File: config.mk
export PLATFORM = sky130hd
export DESIGN_NAME = uart_top
export DESIGN_NICKNAME = d
export VERILOG_FILES = /design/src/rtl/uart_pkg.sv /design/src/rtl/uart_rx.sv /design/src/rtl/uart_top.sv
export SDC_FILE = /design/constraint.sdc
export NUM_CORES = 1
export LEC_CHECK = 0
export ABC_AREA = 0
export CAP_MARGIN = 20
export CORE_MARGIN = 2
export CORE_UTILIZATION = 57
export DETAILED_ROUTE_END_ITERATION = 12
export GPL_TIMING_DRIVEN = 0
export PLACE_DENSITY = 0.81
export SETUP_SLACK_MARGIN = 0.15
export SYNTH_ARGS = -nofsm -noshare
export SYNTH_HDL_FRONTEND = slang
export SYNTH_SLANG_ARGS = --single-unit
export TNS_END_PERCENT = 20
File: constraint.sdc
create_clock -name clk -period 2.35 [get_ports clk]
set_input_delay 0.3525 -clock clk [delete_from_list [all_inputs] [get_ports clk]]
set_output_delay 0.3525 -clock clk [all_outputs]
set_load 0.01 [all_outputs]
File: src/rtl/uart_pkg.sv
`default_nettype none
// ============================================================================
//  Module      : uart_pkg
//  Description : Shared state encodings and frame constants for the 8N1 UART.
//  Revision    : 1.0 - initial release
// ============================================================================
package uart_pkg;

    localparam int DATA_BITS = 8;

    typedef enum logic [1:0] {
        TX_IDLE  = 2'd0,
        TX_START = 2'd1,
        TX_DATA  = 2'd2,
        TX_STOP  = 2'd3
    } tx_state_t;

    typedef enum logic [1:0] {
        RX_IDLE  = 2'd0,
        RX_START = 2'd1,
        RX_DATA  = 2'd2,
        RX_STOP  = 2'd3
    } rx_state_t;

endpackage
`default_nettype wire

File: src/rtl/uart_rx.sv
`default_nettype none
// ============================================================================
//  Module      : uart_rx
//  Description : 8N1 receiver with input synchronizer, mid-bit sampling and
//                sticky not-empty / overrun flags.
//  Revision    : 1.0 - initial release
// ============================================================================
module uart_rx
    import uart_pkg::*;
#(
    parameter int CLKS_PER_BIT = 104
) (
    input  logic                 clk,
    input  logic                 i_reset_n,
    input  logic                 i_rx,
    input  logic                 i_clear,
    output logic [DATA_BITS-1:0] o_word,
    output logic                 o_rxne,
    output logic                 o_ore
);

    localparam int c_BAUD_W = $clog2(CLKS_PER_BIT);
    localparam logic [c_BAUD_W-1:0] c_BAUD_MAX  = c_BAUD_W'(CLKS_PER_BIT - 1);
    localparam logic [c_BAUD_W-1:0] c_BAUD_HALF = c_BAUD_W'(CLKS_PER_BIT / 2);
    localparam logic [2:0]          c_BIT_LAST  = 3'(DATA_BITS - 1);

    logic                 r_sync1;
    logic                 r_sync2;
    logic                 r_prev;
    rx_state_t            r_state;
    logic [c_BAUD_W-1:0]  r_baud;
    logic [2:0]           r_bit;
    logic [DATA_BITS-1:0] r_shift;
    logic [DATA_BITS-1:0] r_word;
    logic                 r_rxne;
    logic                 r_ore;

    rx_state_t            w_state_nxt;
    logic [c_BAUD_W-1:0]  w_baud_nxt;
    logic [2:0]           w_bit_nxt;
    logic [DATA_BITS-1:0] w_shift_nxt;
    logic                 w_done;

    always_comb begin
        w_state_nxt = r_state;
        w_baud_nxt  = r_baud;
        w_bit_nxt   = r_bit;
        w_shift_nxt = r_shift;
        w_done      = 1'b0;
        case (r_state)
            RX_IDLE: begin
                if (r_prev && !r_sync2) begin
                    w_state_nxt = RX_START;
                    w_baud_nxt  = '0;
                end
            end
            RX_START: begin
                // A line that is high again at mid-start was only a glitch.
                if (r_baud == c_BAUD_HALF) begin
                    w_baud_nxt  = '0;
                    w_bit_nxt   = '0;
                    w_state_nxt = r_sync2 ? RX_IDLE : RX_DATA;
                end else begin
                    w_baud_nxt = r_baud + c_BAUD_W'(1);
                end
            end
            RX_DATA: begin
                if (r_baud == c_BAUD_MAX) begin
                    w_baud_nxt  = '0;
                    w_shift_nxt = {r_sync2, r_shift[DATA_BITS-1:1]};
                    if (r_bit == c_BIT_LAST) begin
                        w_state_nxt = RX_STOP;
                    end else begin
                        w_bit_nxt = r_bit + 3'd1;
                    end
                end else begin
                    w_baud_nxt = r_baud + c_BAUD_W'(1);
                end
            end
            RX_STOP: begin
                if (r_baud == c_BAUD_MAX) begin
                    w_baud_nxt  = '0;
                    w_state_nxt = RX_IDLE;
                    w_done      = r_sync2;
                end else begin
                    w_baud_nxt = r_baud + c_BAUD_W'(1);
                end
            end
            default: begin
                w_state_nxt = RX_IDLE;
                w_baud_nxt  = '0;
            end
        endcase
    end

    always_ff @(posedge clk) begin
        if (!i_reset_n) begin
            r_sync1 <= 1'b1;
            r_sync2 <= 1'b1;
            r_prev  <= 1'b1;
            r_state <= RX_IDLE;
            r_baud  <= '0;
            r_bit   <= '0;
            r_shift <= '0;
            r_word  <= '0;
            r_rxne  <= 1'b0;
            r_ore   <= 1'b0;
        end else begin
            r_sync1 <= i_rx;
            r_sync2 <= r_sync1;
            r_prev  <= r_sync2;
            r_state <= w_state_nxt;
            r_baud  <= w_baud_nxt;
            r_bit   <= w_bit_nxt;
            r_shift <= w_shift_nxt;
            // A completing frame takes priority over a simultaneous clear.
            if (w_done && (!r_rxne || i_clear)) begin
                r_word <= w_shift_nxt;
                r_rxne <= 1'b1;
                r_ore  <= 1'b0;
            end else if (w_done) begin
                r_ore <= 1'b1;
            end else if (i_clear) begin
                r_rxne <= 1'b0;
                r_ore  <= 1'b0;
            end
        end
    end

    assign o_word = r_word;
    assign o_rxne = r_rxne;
    assign o_ore  = r_ore;

endmodule
`default_nettype wire

File: src/rtl/uart_top.sv
`default_nettype none
// ============================================================================
//  Module      : uart_top
//  Description : Full-duplex 8N1 UART: inline transmitter plus uart_rx.
//  Revision    : 1.0 - initial release
// ============================================================================
module uart_top
    import uart_pkg::*;
#(
    parameter int CLKS_PER_BIT = 104
) (
    input  logic                 clk,
    input  logic                 i_reset_n,
    input  logic [DATA_BITS-1:0] in_w_data,
    input  logic                 in_valid,
    output logic                 out_BUSY,
    output logic                 out_signal,
    input  logic                 in_signal,
    input  logic                 in_RXNE_clear,
    output logic [DATA_BITS-1:0] out_word,
    output logic                 out_RXNE,
    output logic                 out_Rx_ORE
);

    localparam int c_BAUD_W = $clog2(CLKS_PER_BIT);
    localparam logic [c_BAUD_W-1:0] c_BAUD_MAX = c_BAUD_W'(CLKS_PER_BIT - 1);
    localparam logic [2:0]          c_BIT_LAST = 3'(DATA_BITS - 1);

    tx_state_t            r_tx_state;
    logic [c_BAUD_W-1:0]  r_tx_baud;
    logic [2:0]           r_tx_bit;
    logic [DATA_BITS-1:0] r_tx_shift;

    tx_state_t            w_tx_state_nxt;
    logic [c_BAUD_W-1:0]  w_tx_baud_nxt;
    logic [2:0]           w_tx_bit_nxt;
    logic [DATA_BITS-1:0] w_tx_shift_nxt;
    logic                 w_tx_line;

    always_comb begin
        w_tx_state_nxt = r_tx_state;
        w_tx_baud_nxt  = r_tx_baud;
        w_tx_bit_nxt   = r_tx_bit;
        w_tx_shift_nxt = r_tx_shift;
        w_tx_line      = 1'b1;
        case (r_tx_state)
            TX_IDLE: begin
                if (in_valid) begin
                    w_tx_state_nxt = TX_START;
                    w_tx_baud_nxt  = '0;
                    w_tx_shift_nxt = in_w_data;
                end
            end
            TX_START: begin
                w_tx_line = 1'b0;
                if (r_tx_baud == c_BAUD_MAX) begin
                    w_tx_baud_nxt  = '0;
                    w_tx_bit_nxt   = '0;
                    w_tx_state_nxt = TX_DATA;
                end else begin
                    w_tx_baud_nxt = r_tx_baud + c_BAUD_W'(1);
                end
            end
            TX_DATA: begin
                // The shift register's LSB is always the bit on the wire.
                w_tx_line = r_tx_shift[0];
                if (r_tx_baud == c_BAUD_MAX) begin
                    w_tx_baud_nxt  = '0;
                    w_tx_shift_nxt = {1'b0, r_tx_shift[DATA_BITS-1:1]};
                    if (r_tx_bit == c_BIT_LAST) begin
                        w_tx_state_nxt = TX_STOP;
                    end else begin
                        w_tx_bit_nxt = r_tx_bit + 3'd1;
                    end
                end else begin
                    w_tx_baud_nxt = r_tx_baud + c_BAUD_W'(1);
                end
            end
            TX_STOP: begin
                if (r_tx_baud == c_BAUD_MAX) begin
                    w_tx_baud_nxt  = '0;
                    w_tx_state_nxt = TX_IDLE;
                end else begin
                    w_tx_baud_nxt = r_tx_baud + c_BAUD_W'(1);
                end
            end
            default: begin
                w_tx_state_nxt = TX_IDLE;
                w_tx_baud_nxt  = '0;
            end
        endcase
    end

    always_ff @(posedge clk) begin
        if (!i_reset_n) begin
            r_tx_state <= TX_IDLE;
            r_tx_baud  <= '0;
            r_tx_bit   <= '0;
            r_tx_shift <= '0;
        end else begin
            r_tx_state <= w_tx_state_nxt;
            r_tx_baud  <= w_tx_baud_nxt;
            r_tx_bit   <= w_tx_bit_nxt;
            r_tx_shift <= w_tx_shift_nxt;
        end
    end

    assign out_signal = w_tx_line;
    assign out_BUSY   = (r_tx_state != TX_IDLE);

    uart_rx #(
        .CLKS_PER_BIT (CLKS_PER_BIT)
    ) u_rx (
        .clk       (clk),
        .i_reset_n (i_reset_n),
        .i_rx      (in_signal),
        .i_clear   (in_RXNE_clear),
        .o_word    (out_word),
        .o_rxne    (out_RXNE),
        .o_ore     (out_Rx_ORE)
    );

endmodule
`default_nettype wire

## Yosys cells after proc, flatten, opt, wreduce, memory -nomap -nowiden

Index checks and enable logic that the tools add are counted.

| operators by class | value |
|---|---|
| $add $sub $neg | 4 |
| multiplexer cells | 40 |
| bitwise operators | 1 |
| reduce and logical (&&, ||, !) cells | 22 |
| eq/ne operators | 24 |

Operators with widths:

| kind | number |
|---|---|
| 7-bit two-way mux | 5 |
| 8-bit two-way mux | 4 |
| 2-bit two-way mux | 11 |
| 7-bit case mux with 3 select lines | 1 |
| 3-bit two-way mux | 6 |
| 2-bit != test (second input constant) | 8 |
| 2-bit case mux with 4 select lines | 2 |
| 8-bit case mux with 2 select lines | 1 |
| 7-bit by 1-bit adder with 7-bit output (second input constant) | 2 |
| 7-bit equality test (second input constant) | 2 |
| 7-bit case mux with 2 select lines | 1 |
| 3-bit case mux with 2 select lines | 2 |
| 2-bit nonzero test | 6 |
| 2-bit by 1-bit != test with 1-bit output (second input constant) | 5 |
| 5-bit AND reduction | 2 |
| 2-bit equality test (second input constant) | 4 |
| 4-bit AND reduction | 2 |
| 7-bit by 6-bit equality test with 1-bit output (second input constant) | 1 |
| 3-bit by 1-bit adder with 3-bit output (second input constant) | 2 |
| 3-bit equality test (second input constant) | 2 |
| 1-bit two-way mux | 6 |
| 2-bit by 1-bit equality test with 1-bit output (second input constant) | 2 |
| 2-bit logical NOT | 2 |
| 2-bit OR reduction | 2 |
| 8 further kinds | 10 |

| storage, ports and cells | value |
|---|---|
| bits of input ports | 13 |
| output and inout bits | 12 |
| flip-flop bits (word level) | 53 |
| word-level logic and storage cells | 105 |

## Longest topological paths before layout

| logic depth | value |
|---|---|
| word-level depth | 6 |
| gate-level depth with buffers | 7 |
| gate-level depth less buffers | 6 |

## By module

From an unflattened synthesis, not the netlist that was laid out.

| unflattened totals | value |
|---|---|
| cell total of the unflattened synthesis | 298 |
| area total of the unflattened synthesis | 2631.3 um2 |

By module, submodules not included:

| module | area an instance (um2) | cells each | times used | sequential area each (um2) |
|---|---|---|---|---|
| uart_rx | 1447.6 | 160 | 1 | 660.6 |
| uart_top | 1183.6 | 138 | 1 | 400.4 |

## Worst setup path after synthesis

Ideal clock, no wire load.

| timing | value |
|---|---|
| kind | flip-flop to flip-flop |
| from | reg r_tx_state[0] |
| to | reg r_tx_state[1] |
| period minus slack after synthesis | 1811 ps |
| slack | 539 ps |
| arrival time | 1741 ps |
| path buffers | 1 |
| cell stages (with the launch flop) | 8 |
| required time | 2280 ps |
| setup time | 70 ps |
| path through | dfxtp_1 inv_1 ha_1 clkbuf_1 nor3_1 a31oi_1 or4b_2 a21oi_1 |

| on the way | value |
|---|---|
| cells in the longest elaborated chain, start to end | 3 |
| elaborated cells between the ends (all ways) | 11 |
| those cells by class | eq/ne: 8; mux: 1; reduce/logical: 2 |

Ends and longest elaborated chain:

| what | line | RTL |
|---|---|---|
| start: declaration | uart_top.sv:29 | `tx_state_t r_tx_state;` |
| start signal: assignment | uart_top.sv:101 | `r_tx_state <= w_tx_state_nxt;` |
| 2-bit by 1-bit equality test with 1-bit output (tied with other cells) | uart_top.sv:46 | `case (r_tx_state)` |
| 2-bit != test (no line) | -- |  |
| 5-bit AND reduction (no line) | -- |  |

Parallel ways exist; a longest one is shown, timed or not.
A chain may end at the register's enable or synchronous reset.

## Final worst setup path

| timing | value |
|---|---|
| from | reg r_tx_state[0] |
| to | out out_signal |

| on the way | value |
|---|---|
| cells in the longest elaborated chain, start to end | 2 |
| elaborated cells between the ends (all ways) | 3 |
| those cells by class | eq/ne: 2; mux: 1 |

Ends and longest elaborated chain:

| what | line | RTL |
|---|---|---|
| 2-bit equality test / 2-bit by 1-bit equality test with 1-bit output (equally long branches) | uart_top.sv:46 |  |
| 1-bit case mux with 2 select lines (*) | uart_top.sv:46 |  |
| end: declaration | uart_top.sv:17 | `output logic out_signal,` |

Every way passes the cells marked *; elsewhere a longest branch is shown, timed or not.

==> results.py <==
metrics = {
    "worst_setup_path": {
        "required_ns": 2.00,
        "critPathKind": "flip-flop to primary output",
        "ff2ff_path_depth": 6,
        "worstSetupEndpointType": "primary output",
        "path_max_fanout": 7,
        "crit_arrival_ns": 1.71,
        "startpoint_type": "flip-flop",
    },
    "global_routing": {
        "grt_max_degree": 19,
        "track_usage_pct": 21.5,
        "antenna_found_initial": 0,
        "grt_pass1_vias": 2046,
        "grt-ovfl-total": 0,
        "grt_pass1_wl_um": 8920,
    },
    "drt": {
        "drc": 0,
        "drt-initial-drc-count": 101,
        "num_vias": 2183,
        "vias_per_cell": 5.79,
        "dr.pass1.iters": 4,
        "wire_per_inst_um": 14.4,
        "routed_wl_um": 5420,
        "postRouteAntennaNets": 0,
    },
    "worst_hold_path": {
        "worstHoldPathType": "flip-flop to flip-flop",
        "whs_path_depth": 1,
    },
    "place": {
        "place_inst": 369,
        "globalplace.congestion": 0.897,
        "dp_hpwl_um": 3810,
        "numPortBuffers": 24,
    },
    "sta": {
        "finalMaxSlewViolations": 0,
        "tightest_slew_ns": 0.977,
        "fmax_ghz": 0.485,
        "hold_viol_final": 0,
        "finalSetupViolCount": 0,
        "rsz0062_at_grt": "false",
        "tns_ns": 0,
        "min_period_ns": 2.06,
        "finalCritPeriodShare_pct": 87.6,
        "slew_headroom_pct": 34.5,
        "skew_ns": 0.00668,
    },
    "clocking": {
        "clk_pin_slew_ns": 0.10,
        "cts_max_path_buffers": 2,
        "cts_max_level": 2,
        "cts-root-buf": "clkbuf_8",
        "cts_inserted_buffers": 5,
        "cts_resized": 3,
        "cts.sink_count": 53,
        "clock_latency_ns": 0.31,
        "postCtsHoldBufs": 0,
        "postCtsSetupBuffers": 0,
        "tritoncts": "built",
    },
    "logic_synthesis": {
        "syn_avg_cell_area_um2": 9.04,
        "ys.flop_type": "dfxtp_1",
        "synth_nets": 318,
        "synth-edff-count": 0,
        "syn_area_mm2": 0.00265,
        "yosys_warnings": 0,
        "ys_types": 61,
        "synthArstFlopShare_pct": 0,
        "synth.yosys.seq_area_share_pct": 40.1,
        "synth_cells": 293,
        "ys_ff_latch": 53,
    },
    "finish": {
        "mostFrequentLayoutCell": "dfxtp_1",
        "fin_nets": 349,
        "final_util_pct": 69.2,
        "stdcell_count": 377,
        "insertedDiodeCount": 0,
        "drive_gt1_share_pct": 11.7,
        "syn2layout_area_growth_pct": 15.3,
        "layout_common_cells": "dfxtp_1 (53), nand2_1 (27), nor2_1 (23), clkdlybuf4s50_1 (23), a21oi_1 (22)",
        "fillers": 367,
    },
    "job": {
        "drv_cap": 0,
    },
    "floorplan": {
        "die-area_mm2": 0.00521,
        "die_h_um": 72.2,
        "std_cell_rows": 24,
        "fp.dieW_um": 72.2,
        "core_area_mm2": 0.00441,
        "initial_core_util_pct": 60.0,
        "ios": 25,
    },
    "pwr": {
        "p_total_mw": 2.27,
        "cellLeakagePower_nw": 1.22,
        "p_per_area_mw_per_mm2": 744,
        "peakVddDrop_mv": 0.395,
    },
    "outcome": {
        "status": "finished clean",
    },
}
## layout make-up
cell class	instances	area (µm²)	area share, %
Clock inverter	3	25.0	0.820
Tap cell	52	65.1	2.13
Buffer	15	72.6	2.38
Inverter	11	41.3	1.35
Multi-Input combinational cell	214	1480	48.5
Clock buffer	5	68.8	2.25
Sequential cell	53	1060	34.8
Timing Repair Buffer	24	239	7.83
## power by group
part,total [mW],switching (mW),internal (mW)
clock,0.533,0.317,0.216
sequential,1.05,0.0591,0.988
combinational,0.690,0.380,0.310
## critical path: stages (launching register included)
cell,delay [ns]
dfxtp_1,0.37
inv_1,0.11
ha_1,0.21
clkbuf_2,0.17
inv_2,0.12
nor2_1,0.05
a21oi_1,0.11
dlygate4sd2_1,0.28
## per-layer routing
metal / wire length, µm / global-route usage [%] / vias up / share of wire (%)
met3: 196 / 4.17 / 9 / 3.6
li1: - / - / 1104 / -
met1: 2500 / 26.6 / 1029 / 46
met4: 85 / 8.81 / 0 / 1.6
met5: 0 / 0 / - / 0
met2: 2640 / 36.7 / 41 / 49
## per-stage QoR
stage,instance area (µm²),setup slack [ns],hold slack [ns]
finish,3050,0.290,0.420
global placement,2950,0.247,0.390
global route,3050,0.185,0.435
detailed placement,2950,0.205,0.397
CTS,3050,0.267,0.422
floorplan,2650,0.539,0.386
## Yosys cell counts (all sizes together) (2+ instances only)
master   instances  share of area, %
ha              12               5.7
nor4b            3              0.99
mux2i           16               6.0
and2             2              0.47
inv             11               1.6
or2              3              0.71
nor3             3              0.99
a21oi           23               4.5
and3             6               1.5
nand2           27               3.8
buf              2              0.61
nor2            23               3.3
a31oi            3              0.71
nand4            4              0.95
a21boi           2              0.57
o21a             4               1.1
nand3           16               3.0
nand4b           2               1.2
nor2b            4              0.95
mux2             7               3.0
o31a             2              0.71
nand2b           6               1.4
a211o            4               1.4
and2b            2              0.61
xor2             2              0.66
dfxtp           53                40
xnor2            2              0.66
clkbuf          12               1.7
a2111oi          2              0.66
a211oi           2              0.57
o21ai           13               2.5
## state kept, by name, indices dropped and copies added (netlist names), named ones only
register	cells
r_tx_baud	7
r_tx_bit	3
r_tx_shift	8
r_tx_state	2
u_rx.o_ore	1
u_rx.o_rxne	1
u_rx.o_word	8
u_rx.r_baud	7
u_rx.r_bit	3
u_rx.r_prev	1
u_rx.r_shift	8
u_rx.r_state	1
u_rx.r_sync1	1
u_rx.r_sync2	1
## cells by family (layout without fill, tap and decap cells)
kind of cell               after synthesis  after routing  share of synthesized area (%)
buffers and inverters                   26             58                           4.25
muxes                                   23             23                           9.03
and+or+nand+nor                        110            110                           23.7
adders and majority gates               12             12                           5.67
DFF                                     53             53                           40.1
AOI/OAI and AO/OA                       65             65                           16.0
xor gates and xnor gates                 4              4                           1.32
## path summary, 6_finish.rpt
kind                            slack [ns]       endpoint           from
worst min-delay path                  0.42   u_rx.r_sync2   u_rx.r_sync1
worst max-delay path                  0.29     out_signal  r_tx_state[0]
worst min register to register        0.42   u_rx.r_sync2   u_rx.r_sync1
worst max register to register        0.35  r_tx_state[1]  r_tx_state[1]
No activity file was read; power rests on OpenSTA's default activity.
